### src/rtl/wbs_regbank.sv
// Wishbone classic slave holding a bank of RW control and RO status registers.
// Define WBS_REGBANK_IRQ_EN to add the IRQ_PEND/IRQ_MASK pair and wbs_int_o.
module wbs_regbank #(
  parameter int                         BUS_DATA_WIDTH = 32,
  parameter int                         BUS_ADDR_WIDTH = 8,
  parameter logic [BUS_ADDR_WIDTH-1:0]  DEV_BASE_ADDR  = '0,
  parameter int                         NUM_RW_REGS    = 4,
  parameter int                         NUM_RO_REGS    = 4,
  parameter logic [BUS_DATA_WIDTH-1:0]  RW_RESET_VAL   = '0
) (
  input  logic                                    wb_clk_i,
  input  logic                                    wb_rst_i,
  input  logic                                    wbs_cyc_i,
  input  logic                                    wbs_stb_i,
  input  logic                                    wbs_we_i,
  input  logic [BUS_DATA_WIDTH/8-1:0]             wbs_sel_i,
  input  logic [BUS_ADDR_WIDTH-1:0]               wbs_adr_i,
  input  logic [BUS_DATA_WIDTH-1:0]               wbs_dat_i,
  output logic [BUS_DATA_WIDTH-1:0]               wbs_dat_o,
  output logic                                    wbs_ack_o,
  output logic                                    wbs_err_o,
  output logic                                    wbs_int_o,
  output logic [NUM_RW_REGS*BUS_DATA_WIDTH-1:0]   ctrl_o,
  input  logic [((NUM_RO_REGS > 0) ? NUM_RO_REGS : 1)*BUS_DATA_WIDTH-1:0] status_i,
  input  logic [BUS_DATA_WIDTH-1:0]               irq_evt_i
);

  localparam int W    = BUS_DATA_WIDTH;
  localparam int SELW = BUS_DATA_WIDTH / 8;
  localparam int OW   = BUS_ADDR_WIDTH + 1;
  localparam int NRO1 = (NUM_RO_REGS > 0) ? NUM_RO_REGS : 1;
  localparam logic [OW-1:0] L_RO_BASE  = OW'(NUM_RW_REGS);
  localparam logic [OW-1:0] L_IRQ_BASE = OW'(NUM_RW_REGS + NUM_RO_REGS);

  // Handshake: a transfer is accepted on a rising edge where cyc & stb are high
  // and no termination is currently shown; exactly one of ack/err follows for one
  // cycle, so back-to-back transfers with stb held high run at one per two cycles.
  logic                 w_accept;
  logic [OW-1:0]        w_offset;
  logic                 w_hit_rw;
  logic                 w_hit_ro;
  logic                 w_hit_pend;
  logic                 w_hit_mask;
  logic                 w_ok;
  logic                 w_wr;
  logic [W-1:0]         w_bmask;
  logic [W-1:0]         w_rdata;

  logic [NUM_RW_REGS-1:0][W-1:0] r_ctrl;
  logic [NRO1-1:0][W-1:0]        r_status;
  logic [W-1:0]                  r_dat;
  logic                          r_ack;
  logic                          r_err;

  assign w_accept = wbs_cyc_i & wbs_stb_i & ~r_ack & ~r_err;

  // Extra top bit makes adr < base a huge offset, so it can never alias a register.
  assign w_offset = {1'b0, wbs_adr_i} - {1'b0, DEV_BASE_ADDR};
  assign w_hit_rw = (w_offset < L_RO_BASE);
  assign w_hit_ro = (w_offset >= L_RO_BASE) && (w_offset < L_IRQ_BASE);

`ifdef WBS_REGBANK_IRQ_EN
  assign w_hit_pend = (w_offset == L_IRQ_BASE);
  assign w_hit_mask = (w_offset == OW'(NUM_RW_REGS + NUM_RO_REGS + 1));
`else
  assign w_hit_pend = 1'b0;
  assign w_hit_mask = 1'b0;
`endif

  assign w_ok = wbs_we_i ? (w_hit_rw | w_hit_pend | w_hit_mask)
                         : (w_hit_rw | w_hit_ro | w_hit_pend | w_hit_mask);
  assign w_wr = w_accept & wbs_we_i & w_ok;

  always_comb begin
    w_bmask = '0;
    for (int b = 0; b < SELW; b++) begin
      w_bmask[8*b +: 8] = {8{wbs_sel_i[b]}};
    end
  end

`ifdef WBS_REGBANK_IRQ_EN
  logic [W-1:0] r_pend;
  logic [W-1:0] r_mask;
  logic         r_int;
  logic [W-1:0] w_clr;

  assign w_clr = (w_wr && w_hit_pend) ? (wbs_dat_i & w_bmask) : '0;

  // New events are OR-ed in after the clear so a simultaneous set wins.
  always_ff @(posedge wb_clk_i or negedge wb_rst_i) begin
    if (!wb_rst_i) begin
      r_pend <= '0;
      r_mask <= '0;
      r_int  <= 1'b0;
    end else begin
      r_pend <= (r_pend & ~w_clr) | irq_evt_i;
      if (w_wr && w_hit_mask) begin
        r_mask <= (r_mask & ~w_bmask) | (wbs_dat_i & w_bmask);
      end
      r_int <= |(r_pend & r_mask);
    end
  end

  assign wbs_int_o = r_int;
`else
  logic w_unused_evt;
  assign w_unused_evt = ^irq_evt_i;
  assign wbs_int_o    = 1'b0;
`endif

  always_comb begin
    w_rdata = '0;
    for (int k = 0; k < NUM_RW_REGS; k++) begin
      if (w_offset == OW'(k)) w_rdata = r_ctrl[k];
    end
    for (int k = 0; k < NUM_RO_REGS; k++) begin
      if (w_offset == OW'(NUM_RW_REGS + k)) w_rdata = r_status[k];
    end
`ifdef WBS_REGBANK_IRQ_EN
    if (w_hit_pend) w_rdata = r_pend;
    if (w_hit_mask) w_rdata = r_mask;
`endif
  end

  always_ff @(posedge wb_clk_i or negedge wb_rst_i) begin
    if (!wb_rst_i) begin
      r_status <= '0;
    end else begin
      r_status <= status_i;
    end
  end

  always_ff @(posedge wb_clk_i or negedge wb_rst_i) begin
    if (!wb_rst_i) begin
      r_ctrl <= {NUM_RW_REGS{RW_RESET_VAL}};
    end else if (w_wr && w_hit_rw) begin
      for (int k = 0; k < NUM_RW_REGS; k++) begin
        if (w_offset == OW'(k)) begin
          r_ctrl[k] <= (r_ctrl[k] & ~w_bmask) | (wbs_dat_i & w_bmask);
        end
      end
    end
  end

  always_ff @(posedge wb_clk_i or negedge wb_rst_i) begin
    if (!wb_rst_i) begin
      r_ack <= 1'b0;
      r_err <= 1'b0;
      r_dat <= '0;
    end else begin
      r_ack <= w_accept & w_ok;
      r_err <= w_accept & ~w_ok;
      if (w_accept && !wbs_we_i && w_ok) begin
        r_dat <= w_rdata;
      end
    end
  end

  assign wbs_ack_o = r_ack;
  assign wbs_err_o = r_err;
  assign wbs_dat_o = r_dat;
  assign ctrl_o    = r_ctrl;

endmodule

### config.mk
export PLATFORM = sky130hd
export DESIGN_NAME = wbs_regbank
export DESIGN_NICKNAME = d
export VERILOG_FILES = /design/src/rtl/wbs_regbank.sv
export SDC_FILE = /design/constraint.sdc
export NUM_CORES = 1
export LEC_CHECK = 0
export CAP_MARGIN = 5
export CORE_MARGIN = 1.5
export CORE_UTILIZATION = 42
export CTS_CLUSTER_DIAMETER = 80
export CTS_CLUSTER_SIZE = 16
export DETAILED_ROUTE_END_ITERATION = 6
export PLACE_DENSITY_LB_ADDON = 0.25
export RECOVER_POWER = 50
export SYNTH_ARGS = -nofsm -noshare
export SYNTH_HDL_FRONTEND = slang
export SYNTH_SLANG_ARGS = --single-unit
### constraint.sdc
create_clock -name wb_clk_i -period 2.2 [get_ports wb_clk_i]
set_input_delay 0.44 -clock wb_clk_i [delete_from_list [all_inputs] [get_ports wb_clk_i]]
set_output_delay 0.44 -clock wb_clk_i [all_outputs]
set_load 0.05 [all_outputs]
== After elaboration in Yosys (flattened, before gate mapping) ==
Index checks and enable logic that the tools add are counted.

* Output and inout bits: 163
* Bits of input ports: 209
* Register bits: 290
* Word-level logic and storage cells: 61

* Bitwise gates (word level): 21
* Eq/ne operators: 7
* $lt $le $gt $ge: 3
* Mux-type cells: 9
* Reduce and logical (&&, ||, !) cells: 10

{| class="wikitable"
|+ Operators with widths
! operator !! count
|-
| $mux W32 || 8
|-
| $and A32 B32 Y32 || 5
|-
| $or A32 B32 Y32 || 4
|-
| $eq A8 B3 Y1 const B || 4
|-
| $not A32 Y32 || 1
|-
| $eq A8 B2 Y1 const B || 2
|-
| $logic_not A9 Y1 || 1
|-
| $eq A8 B1 Y1 const B || 1
|-
| $ge A8 B3 Y1 const B || 1
|-
| $lt A8 B3 Y1 const B || 1
|-
| $lt A8 B4 Y1 const B || 1
|-
| $reduce_and A2 Y1 || 4
|-
| $and A1 B1 Y1 || 7
|-
| $logic_and A1 B1 Y1 || 4
|-
| $not A1 Y1 || 3
|-
| $logic_not A1 Y1 || 1
|-
| $mux W1 || 1
|-
| $or A1 B1 Y1 || 1
|}

== Depth between registers and ports, before layout ==
Gate-level depths: netlist of run 1.

* Depth in word-level cells: 9
* Depth in mapped cells: 8
* Depth with buffers taken out: 4

== Worst setup path before layout of run 1 ==
No wires, ideal clock.

* Path kind: register to register
* From: register r_err (netlist: wbs_err_o)
* To: register (tool-made name)
* Period minus slack after synthesis: 2.369 ns
* Stages on the path, launching flop included: 6
* Slack: -0.169 ns
* Setup time: 0.125 ns
* Required time: 2.075 ns
* Arrival: 2.245 ns
* Path buffers: 1
* Cells stage by stage: dfrtp_1 -> nand4bb_1 -> nor4_4 -> buf_8 -> nand3_2 -> mux2_2

{| class="wikitable"
|+ RTL lines
! item !! line !! text
|-
| start: declaration || 53 || <nowiki>logic r_err;</nowiki>
|-
| start signal: assignment || 152 || <nowiki>r_err <= w_accept & ~w_ok;</nowiki>
|}

==> flow_metrics.env, run 1 <==
export IMPL_reg2reg_depth=5
export IMPL_netlist_area_sq_um=11700
export IMPL_synth_ff_type="dfrtp_1"
export IMPL_fin_total_pwr_w=0.0106
export IMPL_layout_common_cells="dfrtp_1 (290), mux2_2 (132), dlygate4sd3_1 (129)"
export IMPL_period_share_pct=98.5
export IMPL_slew_headroom_pct=12.4
export IMPL_drt_wl_total_um=34300
export IMPL_nNetsFinal=1430
export IMPL_hold_viol_final=0
export IMPL_setup_viol=0
export IMPL_path_max_fanout=3
export IMPL_synth_area_per_cell_sq_um=13.9
export IMPL_worstHoldStart="wbs_adr_i[2]"
export IMPL_cts_root_buf="clkbuf_16"
export IMPL_wl_met3_um=2070
export IMPL_grt_pass1_vias=8843
export IMPL_drtIter0Drc=492
export IMPL_hold_slack_ps=467
export IMPL_grt_first_pass_wirelength_um=52200
export IMPL_cp_cell_sequence="clkdlybuf4s50_1"
export IMPL_finClkSkew_ps=11.1
export IMPL_clk_path_buf_depth=3
export IMPL_dp_cells=1568
export IMPL_grt_max_degree=61
export IMPL_final_core_util_pct=62.0
export IMPL_crit_slowest_cell="clkdlybuf4s50_1"
export IMPL_path_class="flip-flop to output pin"
export IMPL_power_frac_clock_pct=34.6
export IMPL_antenna_left=0
export IMPL_area_growth_pct=44.0
export IMPL_worst_slew_pin_slew_ps=1310
export IMPL_layout_drive_gt1_share_pct=22.0
export IMPL_die_x_um=170
export IMPL_htreeDepth=1
export IMPL_synthArstFlopShare_pct=100
export IMPL_die_h_um=170
export IMPL_vias=8433
export IMPL_initial_core_util_pct=43.1
export IMPL_vias_per_cell=5.27
export IMPL_firstDrtPassIters=6
export IMPL_place_congestion=0.881
export IMPL_syn_inst=845
export IMPL_design_portCount=372
export IMPL_hold_path_class="input pin to flip-flop"
export IMPL_yosysSeqAreaShare_pct=62.0
export IMPL_end_kind="output pin"
export IMPL_highest_layer="met5"
export IMPL_hold_depth=3
export IMPL_die_area_sq_um=28900
export IMPL_sequentialPowerShare_pct=52.9
export IMPL_yosys_warnings=0
export IMPL_synth_fp_nets=1054
export IMPL_wl_met2_um=16700
export IMPL_worstSkewPairLatency_ps=520
export IMPL_powerDensity_nw_per_um2=628
export IMPL_crit_cells=1
export IMPL_outcome="finished clean"
export IMPL_p_leak_nw=8.82
export IMPL_layout_commonest_cell="dfrtp_1"
export IMPL_comb_power_share_pct=12.5
export IMPL_cts_tree="done"
export IMPL_min_period_ps=2170
export IMPL_path_buf_inv=1
export IMPL_fmax_ghz=0.462
export IMPL_vdd_drop_max_uv=511
export IMPL_antenna_found_initial=7
export IMPL_switchingPower_w=0.00264
export IMPL_track_usage_pct=23.9
export IMPL_final_cell_count_no_fill=1599
export IMPL_clock_sinks=290
export IMPL_io_buffers=338
export IMPL_maxCapViolations=0
export IMPL_cp_top_family="buffers and inverters"
export IMPL_wl_per_cell_um=21.4
export IMPL_hpwlAfterDp_um=25000
export IMPL_p_int_w=0.00794
export IMPL_path_clk_slew_ps=70
export IMPL_maxSlewViolCount=0
export IMPL_timing_rr_start="wbs_err_o"
export IMPL_crit_path_max_incr_delay_ps=850
export IMPL_arrival_ps=1730
export IMPL_required_ps=1760
export IMPL_sw_frac_of_total_pct=24.9
export IMPL_overflow=0
export IMPL_regToRegSetupSlack_ps=190
export IMPL_ys_seq_elements=290
export IMPL_drt_met1_wl_um=14800
export IMPL_start_kind="flip-flop"
export IMPL_num_rows=60
export IMPL_synth_distinct_cells=44
export IMPL_core_area_sq_um=27200
export IMPL_synth_edf_count=0
export IMPL_drc_errors=0
export IMPL_cts_buffers=22
export IMPL_tns_ps=0
export IMPL_rsz0062_at_grt="false"
[power by group through the flow]
stage	sequential, W	clock [W]	combinational (W)
3_3_place_gp	0.00570	0	0.00137
2_1_floorplan	0.00592	0	0.000339
6_report	0.00560	0.00367	0.00132
3_5_place_dp	0.00570	0	0.00138
4_1_cts	0.00560	0.00377	0.00138
5_1_grt	0.00561	0.00397	0.00142
[per-layer routing]
layer | track usage (%) | vias up
met5 | 0 | -
met4 | 6.93 | 2
met3 | 4.56 | 41
met2 | 39.7 | 310
met1 | 32.0 | 4283
li1 | - | 3797
[final cells by class]
class	instances	area [sq um]
multi-input combinational	496	4260
fill	2186	10300
sequential	290	7260
antenna	6	15.0
timing repair buffer	401	4230
clock buffer	23	576
tap	372	465
inverter	10	37.5
clock inverter	1	16.3
[path summary, 6_finish.rpt]
kind	endpoint
setup / recovery	ctrl_o[78]
hold / removal	wbs_err_o
setup reg to reg	flip-flop
hold reg to reg	wbs_dat_o[26]
max in group asynchronous	asynchronous set/reset pin
min in group asynchronous	asynchronous set/reset pin
[cells by family (layout without fill, tap and decap cells)]
| kind of cell | count (synthesis) | in the layout | share of synthesized area (%) |
|---|---|---|---|
| DFF | 290 | 290 | 62.0 |
| muxes | 192 | 192 | 19.2 |
| and+or+nand+nor | 153 | 153 | 8.34 |
| AOI/OAI and AO/OA | 150 | 150 | 8.31 |
| buffers and inverters | 59 | 435 | 2.11 |
| other | 1 | 7 | 0.0320 |
[timing repair]
item | 4_1_cts | 5_1_grt
setup buffers | 0 | 0
endpoints found under the hold margin | 34 | 0
pin swaps | 0 | 1
gates resized for setup | 25 | 71
hold buffers | 1 | 0
setup endpoints to repair | 25 | 77
[Yosys cell counts, drive strengths merged, types with 10 or more instances]
cell type / instances / area (sq um)
a21oi: 19 / 95.1
a22oi: 13 / 97.6
buf: 15 / 81.3
clkbuf: 34 / 128
dfrtp: 290 / 7260
mux2: 133 / 1500
mux2i: 46 / 460
mux4: 13 / 293
nand2: 32 / 120
nand2b: 26 / 163
nand4: 12 / 203
nor2: 35 / 131
nor2b: 20 / 125
o21ai: 64 / 320
o2bb2ai: 10 / 87.6
[stage by stage]
stage	setup WS, ps	area (sq um)
after CTS	1.82	16700
after global routing	0.905	16900
final	33.8	16900
after floorplan	-156	11700
after detailed placement	-566	16100
after global placement	-551	16100
No activity file was read; power rests on OpenSTA's default activity.
==> inputs of run 2 (changes only) <==
--- a/config.mk
+++ b/config.mk
@@ -6,13 +6,16 @@
 export NUM_CORES = 1
 export LEC_CHECK = 0
 export CAP_MARGIN = 5
+export CELL_PAD_IN_SITES_DETAIL_PLACEMENT = 1
+export CELL_PAD_IN_SITES_GLOBAL_PLACEMENT = 1
 export CORE_MARGIN = 1.5
-export CORE_UTILIZATION = 42
+export CORE_UTILIZATION = 33
 export CTS_CLUSTER_DIAMETER = 80
 export CTS_CLUSTER_SIZE = 16
 export DETAILED_ROUTE_END_ITERATION = 6
 export PLACE_DENSITY_LB_ADDON = 0.25
 export RECOVER_POWER = 50
+export SKIP_CTS_REPAIR_TIMING = 1
 export SYNTH_ARGS = -nofsm -noshare
 export SYNTH_HDL_FRONTEND = slang
 export SYNTH_SLANG_ARGS = --single-unit
==> run 2 against run 1 <==
Against the previous run:
- flip-flop and latch count unchanged
- cell area rose by 1.5%
- critical path depth did not move
- clock power rose by 2%
- final cell count rose by 4.9%
- global-route usage decreased by 2.3 points
- clock skew increased by 4.1 ps
- routed wire length is 15% higher
- count of clock-buffer cells in the layout rose by 1
- sequential power barely moved
- maximum frequency up 0.19%
- sequential share of layout area fell by 0.62 points
- critical path type unchanged
- largest power group unchanged
==> flow_metrics.env, run 2 (synthesis results as in run 1) <==
export IMPL_htreeDepth=1
export IMPL_highest_layer="met4"
export IMPL_nNetsFinal=1428
export IMPL_hold_path_class="input pin to asynchronous set/reset pin"
export IMPL_finClkSkew_ps=15.2
export IMPL_min_period_ps=2160
export IMPL_cp_cell_sequence="clkdlybuf4s50_1"
export IMPL_hpwlAfterDp_um=28400
export IMPL_slew_headroom_pct=31.9
export IMPL_required_ps=1760
export IMPL_overflow=0
export IMPL_vias_per_cell=5.04
export IMPL_cts_root_buf="clkbuf_16"
export IMPL_wl_met3_um=1990
export IMPL_wl_met2_um=19200
export IMPL_cts_tree="done"
export IMPL_cts_buffers=22
export IMPL_hold_slack_ps=424
export IMPL_hold_viol_final=0
export IMPL_drtIter0Drc=343
export IMPL_fmax_ghz=0.463
export IMPL_drc_errors=0
export IMPL_path_class="flip-flop to output pin"
export IMPL_path_buf_inv=1
export IMPL_grt_max_degree=77
export IMPL_post_place_ws_ps=-678
export IMPL_arrival_ps=1720
export IMPL_setup_viol=0
export IMPL_end_kind="output pin"
export IMPL_vias=8452
export IMPL_drt_wl_total_um=39500
export IMPL_crit_slowest_cell="clkdlybuf4s50_1"
export IMPL_die_h_um=191
export IMPL_tns_ps=0
export IMPL_worst_slew_pin_slew_ps=1020
export IMPL_layout_common_cells="dfrtp_1 (290), dlymetal6s2s_1 (133), mux2_2 (132)"
export IMPL_grt_first_pass_wirelength_um=58900
export IMPL_drt_met1_wl_um=17400
export IMPL_maxCapViolations=0
export IMPL_num_rows=68
export IMPL_die_area_sq_um=36600
export IMPL_clk_path_buf_depth=3
export IMPL_crit_path_max_incr_delay_ps=830
export IMPL_die_x_um=191
export IMPL_wl_per_cell_um=23.6
export IMPL_design_portCount=372
export IMPL_antenna_found_initial=2
export IMPL_place_congestion=0.812
export IMPL_io_buffers=338
export IMPL_antenna_left=0
export IMPL_vdd_drop_max_uv=469
export IMPL_layout_drive_gt1_share_pct=21.9
export IMPL_final_core_util_pct=49.3
export IMPL_p_leak_nw=9.87
export IMPL_fin_ws_ps=38.0
export IMPL_maxSlewViolCount=0
export IMPL_powerDensity_nw_per_um2=624
export IMPL_start_kind="flip-flop"
export IMPL_layout_commonest_cell="dfrtp_1"
export IMPL_path_max_fanout=3
export IMPL_timing_rr_start="wbs_err_o"
export IMPL_firstDrtPassIters=4
export IMPL_path_clk_slew_ps=70
export IMPL_cp_top_family="buffers and inverters"
export IMPL_outcome="finished clean"
export IMPL_core_area_sq_um=34700
export IMPL_area_growth_pct=46.1
export IMPL_clock_sinks=290
export IMPL_initial_core_util_pct=33.7
export IMPL_worstSkewPairLatency_ps=530
export IMPL_period_share_pct=98.3
export IMPL_grt_pass1_vias=9197
export IMPL_track_usage_pct=21.6
## run 2: changes by cell type in the layout (fill, tap and decap cells not counted), moves of 2 or more
cell             delta
buf_12              -5
clkdlybuf4s50_1    -43
clkbuf_2            -2
dlygate4sd2_1      -24
buf_6               +2
dlymetal6s2s_1     +66
diode_2             -4
## run 2: path summary, 6_finish.rpt
check / end / slack [ps] / cells after the start
min reg2reg: wbs_dat_o[26] / 480 / 2
min: r_status[115] / 420 / 2
min in group wb_clk_i: wbs_dat_o[23] / 450 / 3
max reg2reg: flip-flop / 80 / 7
max in group asynchronous: r_status[21] / 360 / 3
max: ctrl_o[79] / 40 / 1
## run 2: power by group
group          leakage, nW  switching [W]  internal [W]
clock network        0.298        0.00186       0.00189
registers             3.74      0.0000815       0.00551
logic                 5.83       0.000769      0.000555
total                 9.87        0.00271       0.00796
## run 2: metrics by stage
stage / power (W) / instance area [sq um] / cells
after global placement: 0.00707 / 16100 / 1648
after floorplan: 0.00626 / 11700 / 845
after detailed placement: 0.00710 / 16100 / 1648
final: 0.0107 / 17100 / 1677
after CTS: 0.0109 / 16700 / 1673
after global routing: 0.0111 / 17100 / 1677
## run 2: cell type report
cell class	instances	area, sq um
clock inverter	1	16.3
fill	3519	17600
sequential	290	7260
tap	455	569
inverter	10	37.5
multi-input combinational	496	4250
clock buffer	24	589
timing repair buffer	399	4380
antenna	2	5.00
## run 2: routing by layer
metal / vias up / global-route usage, %
li1: 3782 / -
met1: 4371 / 29.3
met2: 248 / 35.8
met3: 51 / 3.98
met4: 0 / 5.05
met5: - / 0
==> inputs of run 3 (changes only) <==
--- a/config.mk
+++ b/config.mk
@@ -9,13 +9,15 @@
 export CELL_PAD_IN_SITES_DETAIL_PLACEMENT = 1
 export CELL_PAD_IN_SITES_GLOBAL_PLACEMENT = 1
 export CORE_MARGIN = 1.5
-export CORE_UTILIZATION = 33
+export CORE_UTILIZATION = 34
+export CTS_BUF_LIST = sky130_fd_sc_hd__clkbuf_4 sky130_fd_sc_hd__clkbuf_8
 export CTS_CLUSTER_DIAMETER = 80
 export CTS_CLUSTER_SIZE = 16
 export DETAILED_ROUTE_END_ITERATION = 6
 export PLACE_DENSITY_LB_ADDON = 0.25
 export RECOVER_POWER = 50
 export SKIP_CTS_REPAIR_TIMING = 1
+export SKIP_LAST_GASP = 1
 export SYNTH_ARGS = -nofsm -noshare
 export SYNTH_HDL_FRONTEND = slang
 export SYNTH_SLANG_ARGS = --single-unit
==> run 3 against run 2 <==
Against the previous run:
- via count increased by 0.25%
- sequential power is essentially flat
- power down 9.0%
- cell area fell by 0.83%
- first-iteration DRC count grew 32%
- maximum frequency up 0.77%
- non-clock buffer count up 3
- count of clock-buffer cells in the layout is 1 lower
- largest power group unchanged
==> flow_metrics.env, run 3 (synthesis results as in run 1) <==
export IMPL_maxSlewViolCount=0
export IMPL_maxCapViolations=0
export IMPL_io_buffers=338
export IMPL_overflow=0
export IMPL_finClkSkew_ps=12.4
export IMPL_firstDrtPassIters=5
export IMPL_cts_buffers=22
export IMPL_powerDensity_nw_per_um2=573
export IMPL_rsz0062_at_grt="false"
export IMPL_fin_ws_ps=54.5
export IMPL_outcome="finished clean"
export IMPL_fmax_ghz=0.466
export IMPL_tns_ps=0
export IMPL_arrival_ps=2600
export IMPL_grt_max_degree=68
export IMPL_fin_total_pwr_w=0.00972
export IMPL_cts_tree="done"
export IMPL_die_area_sq_um=35600
export IMPL_grt_first_pass_wirelength_um=57700
export IMPL_num_rows=67
export IMPL_dp_cells=1645
export IMPL_hpwlAfterDp_um=28400
export IMPL_antenna_found_initial=9
export IMPL_path_max_fanout=6
export IMPL_antenna_left=0
export IMPL_cts_root_buf="clkbuf_8"
export IMPL_core_area_sq_um=33700
export IMPL_path_clk_slew_ps=100
export IMPL_min_period_ps=2150
export IMPL_wl_per_cell_um=22.9
export IMPL_clock_sinks=290
export IMPL_die_h_um=189
export IMPL_worstSkewPairLatency_ps=570
export IMPL_end_kind="flip-flop"
export IMPL_worst_slew_pin_slew_ps=1420
export IMPL_drt_wl_total_um=38500
export IMPL_place_congestion=0.803
export IMPL_initial_core_util_pct=34.7
export IMPL_grt_pass1_vias=9195
export IMPL_drc_errors=0
export IMPL_period_share_pct=97.5
export IMPL_nNetsFinal=1431
export IMPL_p_leak_nw=10.3
export IMPL_hold_slack_ps=416
export IMPL_start_kind="input pin"
export IMPL_clk_path_buf_depth=3
export IMPL_design_portCount=372
export IMPL_hold_viol_final=0
export IMPL_layout_common_cells="dfrtp_1 (290), dlymetal6s2s_1 (159), mux2_2 (132)"
export IMPL_track_usage_pct=21.5
export IMPL_hold_path_class="input pin to flip-flop"
export IMPL_layout_commonest_cell="dfrtp_1"
export IMPL_required_ps=2650
export IMPL_area_growth_pct=44.9
export IMPL_vdd_drop_max_uv=439
export IMPL_drtIter0Drc=452
export IMPL_die_x_um=189
export IMPL_htreeDepth=1
export IMPL_post_place_ws_ps=-536
export IMPL_path_class="input pin to flip-flop"
export IMPL_final_cell_count_no_fill=1680
export IMPL_slew_headroom_pct=5.07
export IMPL_vias=8473
export IMPL_layout_drive_gt1_share_pct=22.1
export IMPL_vias_per_cell=5.04
export IMPL_setup_viol=0
run 3: area by class of cell:
class / count / area, sq um
diodes: 8 / 20.0
well taps: 448 / 561
multi-input cells: 496 / 4230
fillers: 3378 / 16700
clock buffers: 23 / 317
inverters: 10 / 37.5
clock inverters: 3 / 43.8
flip-flops and latches: 290 / 7260
repair buffers: 402 / 4500
run 3: metrics by stage:
| stage | util (%) | cell area [sq um] |
|---|---|---|
| 2_1_floorplan | - | 11700 |
| 3_3_place_gp | 48.1 | 16200 |
| 3_5_place_dp | 48.1 | 16200 |
| 4_1_cts | 49.1 | 16600 |
| 5_1_grt | 50.3 | 17000 |
| 6_report | 50.3 | 17000 |
run 3: path summary, 6_finish.rpt:
kind	cells after the start	slack, ps	from	endpoint
hold reg to reg	2	490	wbs_dat_o[6]	wbs_dat_o[6]
setup / recovery	5	50	wbs_adr_i[7]	wbs_dat_o[25]
max in group asynchronous	3	370	wb_rst_i	r_status[83]
hold / removal	1	420	status_i[4]	r_status[4]
min in group asynchronous	2	760	wb_rst_i	asynchronous set/reset pin
setup reg to reg	6	120	wbs_err_o	flip-flop
run 3: worst max-delay path, cell delays in order:
cell and delay, ps:
clkdlybuf4s50_1 410, or4_4 620, or4b_2 650, a211oi_1 340, o21ai_0 140
run 3: report_power, final:
group | switching (W) | total (W) | internal (W)
clock | 0.00171 | 0.00278 | 0.00107
combinational | 0.000773 | 0.00134 | 0.000566
sequential | 0.0000840 | 0.00560 | 0.00551
run 3: routing by layer:
| layer | share of wire [%] | up-vias | routed length, um | global-route usage [%] |
|---|---|---|---|---|
| met5 | 0.070 | - | 27 | 0 |
| met4 | 2.3 | 4 | 884 | 6.23 |
| met3 | 5.4 | 47 | 2080 | 3.91 |
| met2 | 49 | 260 | 19000 | 35.3 |
| met1 | 43 | 4369 | 16600 | 29.0 |
| li1 | - | 3793 | - | - |
